**config.mk**
```make
export PLATFORM = sky130hd
export DESIGN_NAME = ram_arbiter
export DESIGN_NICKNAME = d
export VERILOG_FILES = /design/src/rtl/ram_arb_pkg.sv /design/src/rtl/ram_arbiter_rr_pick.sv /design/src/rtl/ram_arbiter.sv
export SDC_FILE = /design/constraint.sdc
export NUM_CORES = 1
export LEC_CHECK = 0
export ABC_AREA = 0
export CORE_MARGIN = 4
export CORE_UTILIZATION = 38
export CTS_CLUSTER_DIAMETER = 60
export DETAILED_ROUTE_END_ITERATION = 8
export PLACE_DENSITY = 0.84
export SETUP_SLACK_MARGIN = 0.1
export SLEW_MARGIN = 20
export SYNTH_ARGS = -nofsm -noshare
export SYNTH_HDL_FRONTEND = slang
export SYNTH_HIERARCHICAL = 1
export SYNTH_SLANG_ARGS = --single-unit
```
**constraint.sdc**
```tcl
create_clock -name clk -period 4.67 [get_ports clk]
set_input_delay 0.934 -clock clk [delete_from_list [all_inputs] [get_ports clk]]
set_output_delay 0.934 -clock clk [all_outputs]
set_load 0.1 [all_outputs]
```
**src/rtl/ram_arb_pkg.sv**
```systemverilog
// Shared types and default sizes for the two-port data RAM arbiter.
package ram_arb_pkg;

    typedef enum logic [1:0] {IDLE, ACCESS, RESP} arb_state_t;

    localparam int N_REQ_DEF  = 2;
    localparam int ADDR_W_DEF = 16;
    localparam int DATA_W_DEF = 16;
    localparam int DEPTH_DEF  = 8;

endpackage

```
**src/rtl/ram_arbiter_rr_pick.sv**
```systemverilog
// Combinational round-robin picker: first requester after last_grant, wrapping.
module rr_pick #(
    parameter int N_REQ = 2,
    parameter int IDX_W = (N_REQ > 1) ? $clog2(N_REQ) : 1
) (
    input  logic [N_REQ-1:0] req,
    input  logic [IDX_W-1:0] last_grant,
    output logic [N_REQ-1:0] grant,
    output logic [IDX_W-1:0] winner
);

    logic             found;
    logic [IDX_W-1:0] sel;

    always_comb begin
        grant  = '0;
        winner = '0;
        found  = 1'b0;
        sel    = '0;
        // Search order starts one past the previous winner so nobody starves.
        for (int k = 1; k <= N_REQ; k++) begin
            sel = IDX_W'((int'(last_grant) + k) % N_REQ);
            if (!found && req[sel]) begin
                found      = 1'b1;
                grant[sel] = 1'b1;
                winner     = sel;
            end
        end
    end

endmodule

```
**src/rtl/ram_arbiter.sv**
```systemverilog
// Round-robin arbiter sharing one single-port data RAM between the CPU LSU and the debug loader.
module ram_arbiter
    import ram_arb_pkg::*;
#(
    parameter int N_REQ  = N_REQ_DEF,
    parameter int ADDR_W = ADDR_W_DEF,
    parameter int DATA_W = DATA_W_DEF,
    parameter int DEPTH  = DEPTH_DEF
) (
    input  logic                          clk,
    input  logic                          reset,
    input  logic [N_REQ-1:0]              req,
    input  logic [N_REQ-1:0]              req_we,
    input  logic [N_REQ-1:0][ADDR_W-1:0]  req_addr,
    input  logic [N_REQ-1:0][DATA_W-1:0]  req_wdata,
    output logic [N_REQ-1:0]              ack,
    output logic [N_REQ-1:0]              rvalid,
    output logic [N_REQ-1:0]              err,
    output logic [DATA_W-1:0]             rdata,
    output logic                          ram_write_enable,
    output logic                          ram_read,
    output logic [ADDR_W-1:0]             ram_address,
    output logic [DATA_W-1:0]             ram_write_data,
    input  logic [DATA_W-1:0]             ram_data_out
);

    localparam int IDX_W = (N_REQ > 1) ? $clog2(N_REQ) : 1;

    arb_state_t        state, state_nxt;
    logic [IDX_W-1:0]  last_grant, winner, op_idx;
    logic [N_REQ-1:0]  grant;
    logic              op_we, op_in_range, win_in_range, latch;
    logic [ADDR_W-1:0] op_addr, addr_nxt;
    logic [DATA_W-1:0] op_wdata, wdata_nxt;
    logic              we_q, we_nxt, rd_nxt;
    logic [N_REQ-1:0]  ack_q, rvalid_q, err_q, ack_nxt, rvalid_nxt, err_nxt;

    rr_pick #(.N_REQ(N_REQ), .IDX_W(IDX_W)) u_pick (
        .req        (req),
        .last_grant (last_grant),
        .grant      (grant),
        .winner     (winner)
    );

    // Full-width compare: high address bits must never alias onto a real entry.
    assign win_in_range = req_addr[winner] < ADDR_W'(DEPTH);

    always_comb begin
        state_nxt  = state;
        latch      = 1'b0;
        we_nxt     = 1'b0;
        rd_nxt     = 1'b0;
        addr_nxt   = '0;
        wdata_nxt  = '0;
        ack_nxt    = '0;
        rvalid_nxt = '0;
        err_nxt    = '0;
        case (state)
            IDLE: if (|grant) begin
                latch     = 1'b1;
                state_nxt = ACCESS;
                if (win_in_range) begin
                    addr_nxt = req_addr[winner];
                    if (req_we[winner]) begin
                        we_nxt    = 1'b1;
                        wdata_nxt = req_wdata[winner];
                    end else begin
                        rd_nxt = 1'b1;
                    end
                end
            end
            ACCESS: begin
                state_nxt          = RESP;
                ack_nxt[op_idx]    = 1'b1;
                rvalid_nxt[op_idx] = op_in_range && !op_we;
                err_nxt[op_idx]    = !op_in_range;
            end
            RESP:    state_nxt = IDLE;
            default: state_nxt = IDLE;
        endcase
    end

    always_ff @(posedge clk) begin
        if (reset) begin
            state          <= IDLE;
            last_grant     <= IDX_W'(N_REQ - 1);
            op_idx         <= '0;
            op_we          <= 1'b0;
            op_addr        <= '0;
            op_wdata       <= '0;
            op_in_range    <= 1'b0;
            we_q           <= 1'b0;
            ram_read       <= 1'b0;
            ram_address    <= '0;
            ram_write_data <= '0;
            ack_q          <= '0;
            rvalid_q       <= '0;
            err_q          <= '0;
            rdata          <= '0;
        end else begin
            state          <= state_nxt;
            we_q           <= we_nxt;
            ram_read       <= rd_nxt;
            ram_address    <= addr_nxt;
            ram_write_data <= wdata_nxt;
            ack_q          <= ack_nxt;
            rvalid_q       <= rvalid_nxt;
            err_q          <= err_nxt;
            if (latch) begin
                op_idx      <= winner;
                op_we       <= req_we[winner];
                op_addr     <= req_addr[winner];
                op_wdata    <= req_wdata[winner];
                op_in_range <= win_in_range;
            end
            if (ram_read)
                rdata <= ram_data_out;
            if (state == RESP)
                last_grant <= op_idx;
        end
    end

    // A reset landing on ACCESS or RESP must not write the RAM or complete the op.
    assign ram_write_enable = we_q && !reset;
    assign ack              = ack_q    & {N_REQ{!reset}};
    assign rvalid           = rvalid_q & {N_REQ{!reset}};
    assign err              = err_q    & {N_REQ{!reset}};

endmodule

```
==> flow_metrics.env, run 1 <==
export IMPL_status="complete, no violations"
export IMPL_min_from="op_in_range$_SDFFE_PP0P_"
export IMPL_cts_resized=0
export IMPL_synth_area_leader_cell="dfxtp_1"
export IMPL_start_util=0.395
export IMPL_cp_start_kind="input port"
export IMPL_ir_worst_vdd_v=0.000264
export IMPL_async_flop_share=0
export IMPL_tritoncts_num_buffers=9
export IMPL_synth_top_cells_by_count="dfxtp_1 (62), mux2i_1 (35), nor2_1 (26)"
export IMPL_hold_end="err_q[0]$_SDFF_PP0_"
export IMPL_r2r_slack_ps=2560
export IMPL_antenna_cells=0
export IMPL_synth_most_common_cell="dfxtp_1"
export IMPL_grt_setup_unrepaired="no"
export IMPL_cts_root_buffer="clkbuf_8"
export IMPL_die_area_um2=7070
export IMPL_drc=0
export IMPL_path_delay_family="buffers and inverters"
export IMPL_finalCritPeriodShare=0.674
export IMPL_cpMaxStageDelayCell="clkdlybuf4s50_1"
export IMPL_cts_htree_levels=3
export IMPL_drt_initial_drc_count=41
export IMPL_holdWs_ps=465
export IMPL_utilization=0.700
export IMPL_synth_top_area_share=0.564
export IMPL_clkSinkCount=62
export IMPL_wl_per_cell_um=13.2
export IMPL_cts_hold_buf=0
export IMPL_slew_headroom=0.331
export IMPL_vias=1890
export IMPL_worstReg2RegStart="last_grant$_SDFFE_PP1N_"
export IMPL_synth_area_leaders="dfxtp_1 (56%), mux2i_1 (16%), nor3_2 (7.3%), nor2_1 (4.4%), nor2b_1 (2.8%)"
export IMPL_die_height_um=84.1
export IMPL_final_max_slew_viol_count=0
export IMPL_reg2reg_depth=7
export IMPL_fin_nets=435
export IMPL_min_period_ps=3150
export IMPL_critical_path_arrival_ps=2210
export IMPL_critPathRequiredTime_ps=3740
export IMPL_clock_latency_ps=330
export IMPL_max_freq_mhz=318
export IMPL_hold_violations=0
export IMPL_path_max_fanout=22
export IMPL_clk_pin_slew_ps=60
export IMPL_worst_setup_path_end_kind="primary output"
export IMPL_worst_setup_path_type="in -> out"
export IMPL_antenna_found_initial=0
export IMPL_io_pins=142
export IMPL_grt_use_total=0.164
export IMPL_numPortBuffers=141
export IMPL_finClkSkew_ps=9.00
export IMPL_postSynthRegisterBits=62
export IMPL_synth_area_um2=2200
export IMPL_place_congestion=0.727
export IMPL_reg2reg_to="ram_write_data[0]$_SDFF_PP0_"
export IMPL_leakage_nw=1.47
export IMPL_vias_per_cell=4.44
export IMPL_p_per_area_nw_per_um2=304
export IMPL_crit_chain="clkdlybuf4s50_1, buf_4, nor2b_1, buf_4"
export IMPL_synth_edf_count=0
export IMPL_clockBufferDepth=2
export IMPL_synth_flop_cell="dfxtp_1"
export IMPL_syn_inst=192
export IMPL_grt_pass1_vias=1932
export IMPL_ys_seq_area_frac=0.564
export IMPL_drive_gt1_frac=0.127
export IMPL_grt_overflow_total=0
export IMPL_wl_um=5640
export IMPL_ys_warn_count=6
export IMPL_crit_buf_inv=3
export IMPL_crit_path_max_incr_delay_ps=550
export IMPL_die_x_um=84.1
export IMPL_synth_distinct_cells=27
export IMPL_crit_path_frequent_cell="buf_4"
export IMPL_post_cts_buffers=0
export IMPL_grt_pass1_wl_um=8960
export IMPL_hold_path_depth=1
export IMPL_hpwlAfterDp_um=4610
export IMPL_hold_class="reg -> reg"
export IMPL_syn_area_per_cell_um2=11.5
export IMPL_cts_tree="done"
export IMPL_setup_tns_ps=0
export IMPL_core_area_um2=5570
export IMPL_tightest_slew_ps=1000
export IMPL_firstDrtPassIters=4
export IMPL_num_rows=27
export IMPL_grt_max_degree=23
export IMPL_final_setup_viol_count=0
export IMPL_area_growth_pct=77.3
export IMPL_max_cap_violations=0
export IMPL_drtAntennaViolNets=0
per-layer routing:
metal	part of all wire	global-route usage	wire length, µm	vias to the layer above
met5	0	0	0	-
met4	0.018	0.0629	102	0
met3	0.11	0.0967	630	8
met2	0.54	0.301	3030	79
met1	0.33	0.145	1880	849
li1	-	-	-	954
worst register-to-register path: cells and delay by family, from the launching register on:
family / cells / cell delay (ps)
flops: 1 / 360
buf+inv: 2 / 700
compound gates: 2 / 530
simple gates: 3 / 390
stage by stage:
stage	setup slack [ps]	cells	cell area [µm²]	total power, W
after floorplan	1070	204	2240	0.000647
after global placement	1480	410	3700	0.000737
after detailed placement	1400	410	3700	0.000739
after CTS	1510	426	3900	0.00120
after global routing	1430	426	3900	0.00124
final	1520	426	3900	0.00119
worst max-delay path by stage:
stage	start	endpoint	slack, ps	cells after the start
finish	reset	err[0]	1520	4
global route	reset	err[0]	1430	4
global placement	req[1]	ram_write_data[0]$_SDFF_PP0_	1480	8
floorplan	reset	err[0]	1070	3
CTS	reset	rvalid[1]	1510	4
detailed placement	req[1]	ram_write_data[0]$_SDFF_PP0_	1400	8
registers in the layout, indices dropped and copies added (netlist names), 2 cells and up:
signal          cells
rvalid_q            2
ram_write_data     16
state               2
rdata              16
err_q               2
ack_q               2
ram_address        16
kinds of logic after synthesis:
group	synth area share
AOI/OAI and AO/OA	0.0347
muxes	0.170
other	0.00170
buffers and inverters	0.0370
DFF	0.564
and+or+nand+nor	0.193
placed cells by master (no fill, tap or decap):
cell type,instances
and3_1,2
clkbuf_8,11
o221ai_2,1
clkdlybuf4s50_1,134
nand2b_1,3
nor4_1,5
nor2b_1,10
nor2_1,26
clkbuf_1,1
mux2i_1,35
nor3_1,2
conb_1,13
nor4b_1,1
a21oi_1,1
nor3_2,16
a211oi_1,1
nor3b_1,2
clkinv_2,3
mux2i_4,1
a21boi_0,1
a21boi_4,1
a211o_1,1
o21ai_0,2
inv_1,3
bufinv_16,1
buf_4,11
o21bai_1,1
dfxtp_1,62
a21boi_1,1
nand2_1,2
where the power goes:
group          internal (W)  switching [W]  leakage [nW]
Clock              0.000273       0.000188         0.106
Combinational     0.0000915      0.0000910         0.863
Sequential         0.000540     0.00000437         0.505
layout make-up:
class | instances | area, µm²
clock buffer | 12 | 155
clock inverter | 4 | 45.0
fill | 464 | 1670
inverter | 3 | 11.3
multi-input combinational | 128 | 933
sequential | 62 | 1240
tap | 72 | 90.1
timing repair buffer | 145 | 1420
Power figures use the tool's default switching activity.
==> run 2: changes to the inputs <==
--- a/config.mk
+++ b/config.mk
@@ -7,10 +7,10 @@
 export LEC_CHECK = 0
 export ABC_AREA = 0
 export CORE_MARGIN = 4
-export CORE_UTILIZATION = 38
+export CORE_UTILIZATION = 32
 export CTS_CLUSTER_DIAMETER = 60
 export DETAILED_ROUTE_END_ITERATION = 8
-export PLACE_DENSITY = 0.84
+export PLACE_DENSITY = 0.75
 export SETUP_SLACK_MARGIN = 0.1
 export SLEW_MARGIN = 20
 export SYNTH_ARGS = -nofsm -noshare
==> constraint.sdc (replaced) <==
create_clock -name clk -period 2.6 [get_ports clk]
set_input_delay 0.52 -clock clk [delete_from_list [all_inputs] [get_ports clk]]
set_output_delay 0.52 -clock clk [all_outputs]
set_load 0.1 [all_outputs]
==> run 2 against run 1 <==
- global-route usage is 2.3 points lower
- first-iteration DRC count rose by 29%
- sequential share of layout area fell by 0.071 points
- non-clock buffer count rose by 3
- clock skew about the same
- worst setup slack worse by 1200 ps
- sequential power increased by 80%
- register-to-register slack lost 1500 ps
- critical path depth shrank 1
- clock power grew 58%
- routed wire length increased by 2.3%
- critical endpoint is now rvalid[1]
- largest cell class unchanged
==> flow_metrics.env, run 2 (same netlist as run 1, synthesis figures left out) <==
export IMPL_cts_tree="done"
export IMPL_hold_path_depth=1
export IMPL_cts_hold_buf=0
export IMPL_hold_violations=0
export IMPL_drt_initial_drc_count=53
export IMPL_final_common_cell="clkdlybuf4s50_1"
export IMPL_grt_max_degree=23
export IMPL_ir_worst_vdd_v=0.000485
export IMPL_cts_resized=0
export IMPL_grt_use_total=0.141
export IMPL_clk_pin_slew_ps=70
export IMPL_antenna_cells=0
export IMPL_worst_setup_path_type="in -> out"
export IMPL_start_util=0.339
export IMPL_max_freq_mhz=434
export IMPL_grt_setup_unrepaired="no"
export IMPL_grt_overflow_total=0
export IMPL_clkSinkCount=62
export IMPL_vias_per_cell=4.40
export IMPL_worst_setup_path_end_kind="primary output"
export IMPL_tightest_slew_ps=549
export IMPL_min_period_ps=2300
export IMPL_area_growth_pct=77.7
export IMPL_drive_gt1_frac=0.277
export IMPL_cpMaxStageDelayCell="clkdlybuf4s50_1"
export IMPL_wl_per_cell_um=13.3
export IMPL_leakage_nw=1.59
export IMPL_clockBufferDepth=2
export IMPL_post_cts_buffers=0
export IMPL_num_rows=29
export IMPL_wl_um=5770
export IMPL_critPathRequiredTime_ps=2080
export IMPL_place_congestion=0.678
export IMPL_hpwlAfterDp_um=4640
export IMPL_die_height_um=90.9
export IMPL_reg2reg_depth=6
export IMPL_cts_htree_levels=3
export IMPL_reg_top3="ram_address: 16 flops, ram_write_data: 16 flops, rdata: 16 flops"
export IMPL_final_max_slew_viol_count=0
export IMPL_die_x_um=90.9
export IMPL_final_setup_viol_count=0
export IMPL_crit_chain="clkdlybuf4s50_1, nor2b_1, buf_12"
export IMPL_p_total_w=0.00204
export IMPL_finClkSkew_ps=9.26
export IMPL_max_cap_violations=0
export IMPL_cp_start_kind="input port"
export IMPL_finalCritPeriodShare=0.885
export IMPL_io_pins=142
export IMPL_slew_headroom=0.633
export IMPL_numPortBuffers=141
export IMPL_fin_nets=438
export IMPL_core_area_um2=6490
export IMPL_firstDrtPassIters=4
export IMPL_clock_latency_ps=330
export IMPL_antenna_found_initial=0
export IMPL_grt_pass1_vias=1904
export IMPL_drc=0
export IMPL_drtAntennaViolNets=0
export IMPL_tritoncts_num_buffers=9
export IMPL_path_max_fanout=12
export IMPL_hold_class="reg -> reg"
export IMPL_cts_root_buffer="clkbuf_8"
export IMPL_vias=1908
export IMPL_mostFrequentLayoutCells="clkdlybuf4s50_1 (85), dfxtp_1 (62), buf_4 (53), mux2i_1 (35), nor2_1 (26)"
export IMPL_grt_pass1_wl_um=9160
export IMPL_critical_path_arrival_ps=1780
export IMPL_crit_path_max_incr_delay_ps=690
export IMPL_status="complete, no violations"
export IMPL_setup_tns_ps=0
export IMPL_p_per_area_nw_per_um2=522
export IMPL_die_area_um2=8260
[run 2: metrics by stage]
stage	worst slack [ps]	cell area [µm²]	hold slack, ps	utilization	cells
final	298	3910	469	0.602	434
after global routing	208	3910	496	0.602	434
after CTS	256	3910	477	0.602	434
after detailed placement	257	3730	471	0.575	418
after global placement	300	3730	455	0.575	418
after floorplan	35.8	2250	427	-	204
[run 2: routing by layer]
metal | global-route usage | wire [µm]
met1 | 0.147 | 2080
met2 | 0.248 | 3050
met3 | 0.0733 | 564
met4 | 0.0427 | 82
met5 | 0 | 0
[run 2: report_power, final]
group,internal [W],total (W),switching (W)
Clock,0.000365,0.000727,0.000362
Combinational,0.000171,0.000338,0.000167
Sequential,0.000969,0.000977,0.00000803
Total,0.00151,0.00204,0.000536
[run 2: path summary, 6_finish.rpt]
path | slack [ps] | start | to
worst min register to register | 470 | op_in_range$_SDFFE_PP0P_ | err_q[0]$_SDFF_PP0_
worst max-delay path | 300 | reset | rvalid[1]
worst max register to register | 1050 | last_grant$_SDFFE_PP1N_ | ram_write_data[0]$_SDFF_PP0_
worst min-delay path | 470 | op_in_range$_SDFFE_PP0P_ | err_q[0]$_SDFF_PP0_
[run 2: area by class of cell]
class | instances | area (µm²)
Tap cell | 77 | 96.3
Multi-Input combinational cell | 128 | 936
Clock buffer | 10 | 138
Sequential cell | 62 | 1240
Fill cell | 576 | 2590
Inverter | 3 | 11.3
Clock inverter | 6 | 37.5
Timing Repair Buffer | 148 | 1450
[run 2: critical path: cells and delay by family]
kind / cells / cell delay, ps
buffers and inverters: 2 / 900
and+or+nand+nor: 1 / 350
==> run 3: changes to the inputs <==
--- a/config.mk
+++ b/config.mk
@@ -10,9 +10,9 @@
 export CORE_UTILIZATION = 32
 export CTS_CLUSTER_DIAMETER = 60
 export DETAILED_ROUTE_END_ITERATION = 8
-export PLACE_DENSITY = 0.75
+export PLACE_DENSITY_LB_ADDON = 0.3
 export SETUP_SLACK_MARGIN = 0.1
-export SLEW_MARGIN = 20
+export SLEW_MARGIN = 40
 export SYNTH_ARGS = -nofsm -noshare
 export SYNTH_HDL_FRONTEND = slang
 export SYNTH_HIERARCHICAL = 1
==> run 3 against run 2 <==
- first-iteration DRC count shrank 51%
- largest cell class unchanged
- clock power grew 28%
- register-to-register slack is essentially flat
- count of clock-buffer cells in the layout grew 2
- die area is the same
- total power grew 9.8%
- core utilization grew 0.62 points
- final cell count shrank 0.46%
- sequential cell count is the same
==> flow_metrics.env, run 3 (same netlist as run 1, synthesis figures left out) <==
export IMPL_wl_um=5520
export IMPL_clk_pin_slew_ps=70
export IMPL_num_rows=29
export IMPL_slew_headroom=0.655
export IMPL_area_growth_pct=79.5
export IMPL_worstReg2RegStart="last_grant$_SDFFE_PP1N_"
export IMPL_start_util=0.339
export IMPL_cp_start_kind="input port"
export IMPL_clockBufferDepth=2
export IMPL_leakage_nw=1.61
export IMPL_hold_path_depth=1
export IMPL_finalCritPeriodShare=0.874
export IMPL_tightest_slew_ps=515
export IMPL_worst_setup_path_type="in -> out"
export IMPL_clock_latency_ps=320
export IMPL_max_freq_mhz=440
export IMPL_grt_overflow_total=0
export IMPL_cts_htree_levels=3
export IMPL_drt_initial_drc_count=26
export IMPL_status="complete, no violations"
export IMPL_mostFrequentLayoutCells="clkdlybuf4s50_1 (85), dfxtp_1 (62), buf_4 (52), mux2i_1 (35), nor2_1 (26)"
export IMPL_setup_ws_ps=327
export IMPL_grt_pass1_vias=1912
export IMPL_vias_per_cell=4.33
export IMPL_min_period_ps=2270
export IMPL_drc=0
export IMPL_reg_top3="ram_address: 16 flops, ram_write_data: 16 flops, rdata: 16 flops"
export IMPL_final_common_cell="clkdlybuf4s50_1"
export IMPL_grt_use_total=0.132
export IMPL_fin_nets=437
export IMPL_core_area_um2=6490
export IMPL_cts_root_buffer="clkbuf_8"
export IMPL_setup_tns_ps=0
export IMPL_fillers=568
export IMPL_io_pins=142
export IMPL_path_max_fanout=12
export IMPL_cts_hold_buf=0
export IMPL_hold_class="reg -> reg"
export IMPL_ir_worst_vdd_v=0.000385
export IMPL_place_congestion=0.678
export IMPL_grt_pass1_wl_um=8800
export IMPL_antenna_cells=0
export IMPL_cts_resized=0
export IMPL_antenna_found_initial=0
export IMPL_drtAntennaViolNets=0
export IMPL_grt_max_degree=23
export IMPL_max_cap_violations=0
export IMPL_p_per_area_nw_per_um2=567
export IMPL_reg2reg_depth=6
export IMPL_worst_setup_path_end_kind="primary output"
export IMPL_drive_gt1_frac=0.270
export IMPL_cts_tree="done"
export IMPL_die_x_um=90.9
export IMPL_critPathRequiredTime_ps=2080
export IMPL_firstDrtPassIters=4
export IMPL_pre_cts_ws_ps=315
export IMPL_post_cts_buffers=0
export IMPL_hpwlAfterDp_um=4420
export IMPL_min_from="op_in_range$_SDFFE_PP0P_"
export IMPL_finClkSkew_ps=8.36
export IMPL_die_height_um=90.9
export IMPL_wl_per_cell_um=12.8
export IMPL_vias=1872
export IMPL_clkSinkCount=62
export IMPL_hold_violations=0
export IMPL_critical_path_arrival_ps=1750
export IMPL_tritoncts_num_buffers=9
export IMPL_die_area_um2=8260
export IMPL_final_setup_viol_count=0
export IMPL_startpoint="reset"
export IMPL_grt_setup_unrepaired="no"
export IMPL_final_max_slew_viol_count=0
export IMPL_numPortBuffers=141
-- run 3: changes by cell type in the layout (fill, tap and decap cells not counted) --
cell	change
buf_4	-1
bufinv_16	+2
clkbuf_8	+1
clkbuf_1	+1
clkinvlp_4	-2
clkinv_2	-3
-- run 3: routing by layer --
metal	vias to the layer above	wire length, µm	track usage
met5	-	0	0
met2	78	2870	0.245
met3	6	542	0.0700
li1	954	-	-
met4	0	39	0.0339
met1	834	2070	0.129
-- run 3: worst paths after layout --
check / to / slack [ps]
min: err_q[0]$_SDFF_PP0_ / 460
max: rvalid[1] / 330
min reg2reg: err_q[0]$_SDFF_PP0_ / 460
max reg2reg: ram_write_data[14]$_SDFF_PP0_ / 1040
-- run 3: area by class of cell --
cell class,instances,area [µm²],area share
repair buffers,147,1440,0.365
clock buffers,12,155,0.0393
inverters,3,11.3,0.00285
flip-flops and latches,62,1240,0.314
multi-input cells,128,936,0.237
well taps,77,96.3,0.0244
clock inverters,3,67.6,0.0171
-- run 3: report_power, final --
group	switching, W	internal [W]	total (W)
combinational	0.000166	0.000170	0.000336
clock	0.000341	0.000587	0.000928
sequential	0.00000793	0.000969	0.000977
-- run 3: through the flow --
| stage | power [W] | cells | area [µm²] | hold slack (ps) | utilization |
|---|---|---|---|---|---|
| 2_1_floorplan | 0.00116 | 204 | 2250 | 427 | - |
| 3_3_place_gp | 0.00133 | 417 | 3730 | 445 | 0.574 |
| 3_5_place_dp | 0.00134 | 417 | 3730 | 450 | 0.574 |
| 4_1_cts | 0.00227 | 432 | 3950 | 466 | 0.608 |
| 5_1_grt | 0.00234 | 432 | 3950 | 492 | 0.608 |
| 6_report | 0.00224 | 432 | 3950 | 463 | 0.608 |
-- run 3: critical path: stages --
cell             delay [ps]
clkdlybuf4s50_1         670
nor2b_1                 340
buf_12                  210
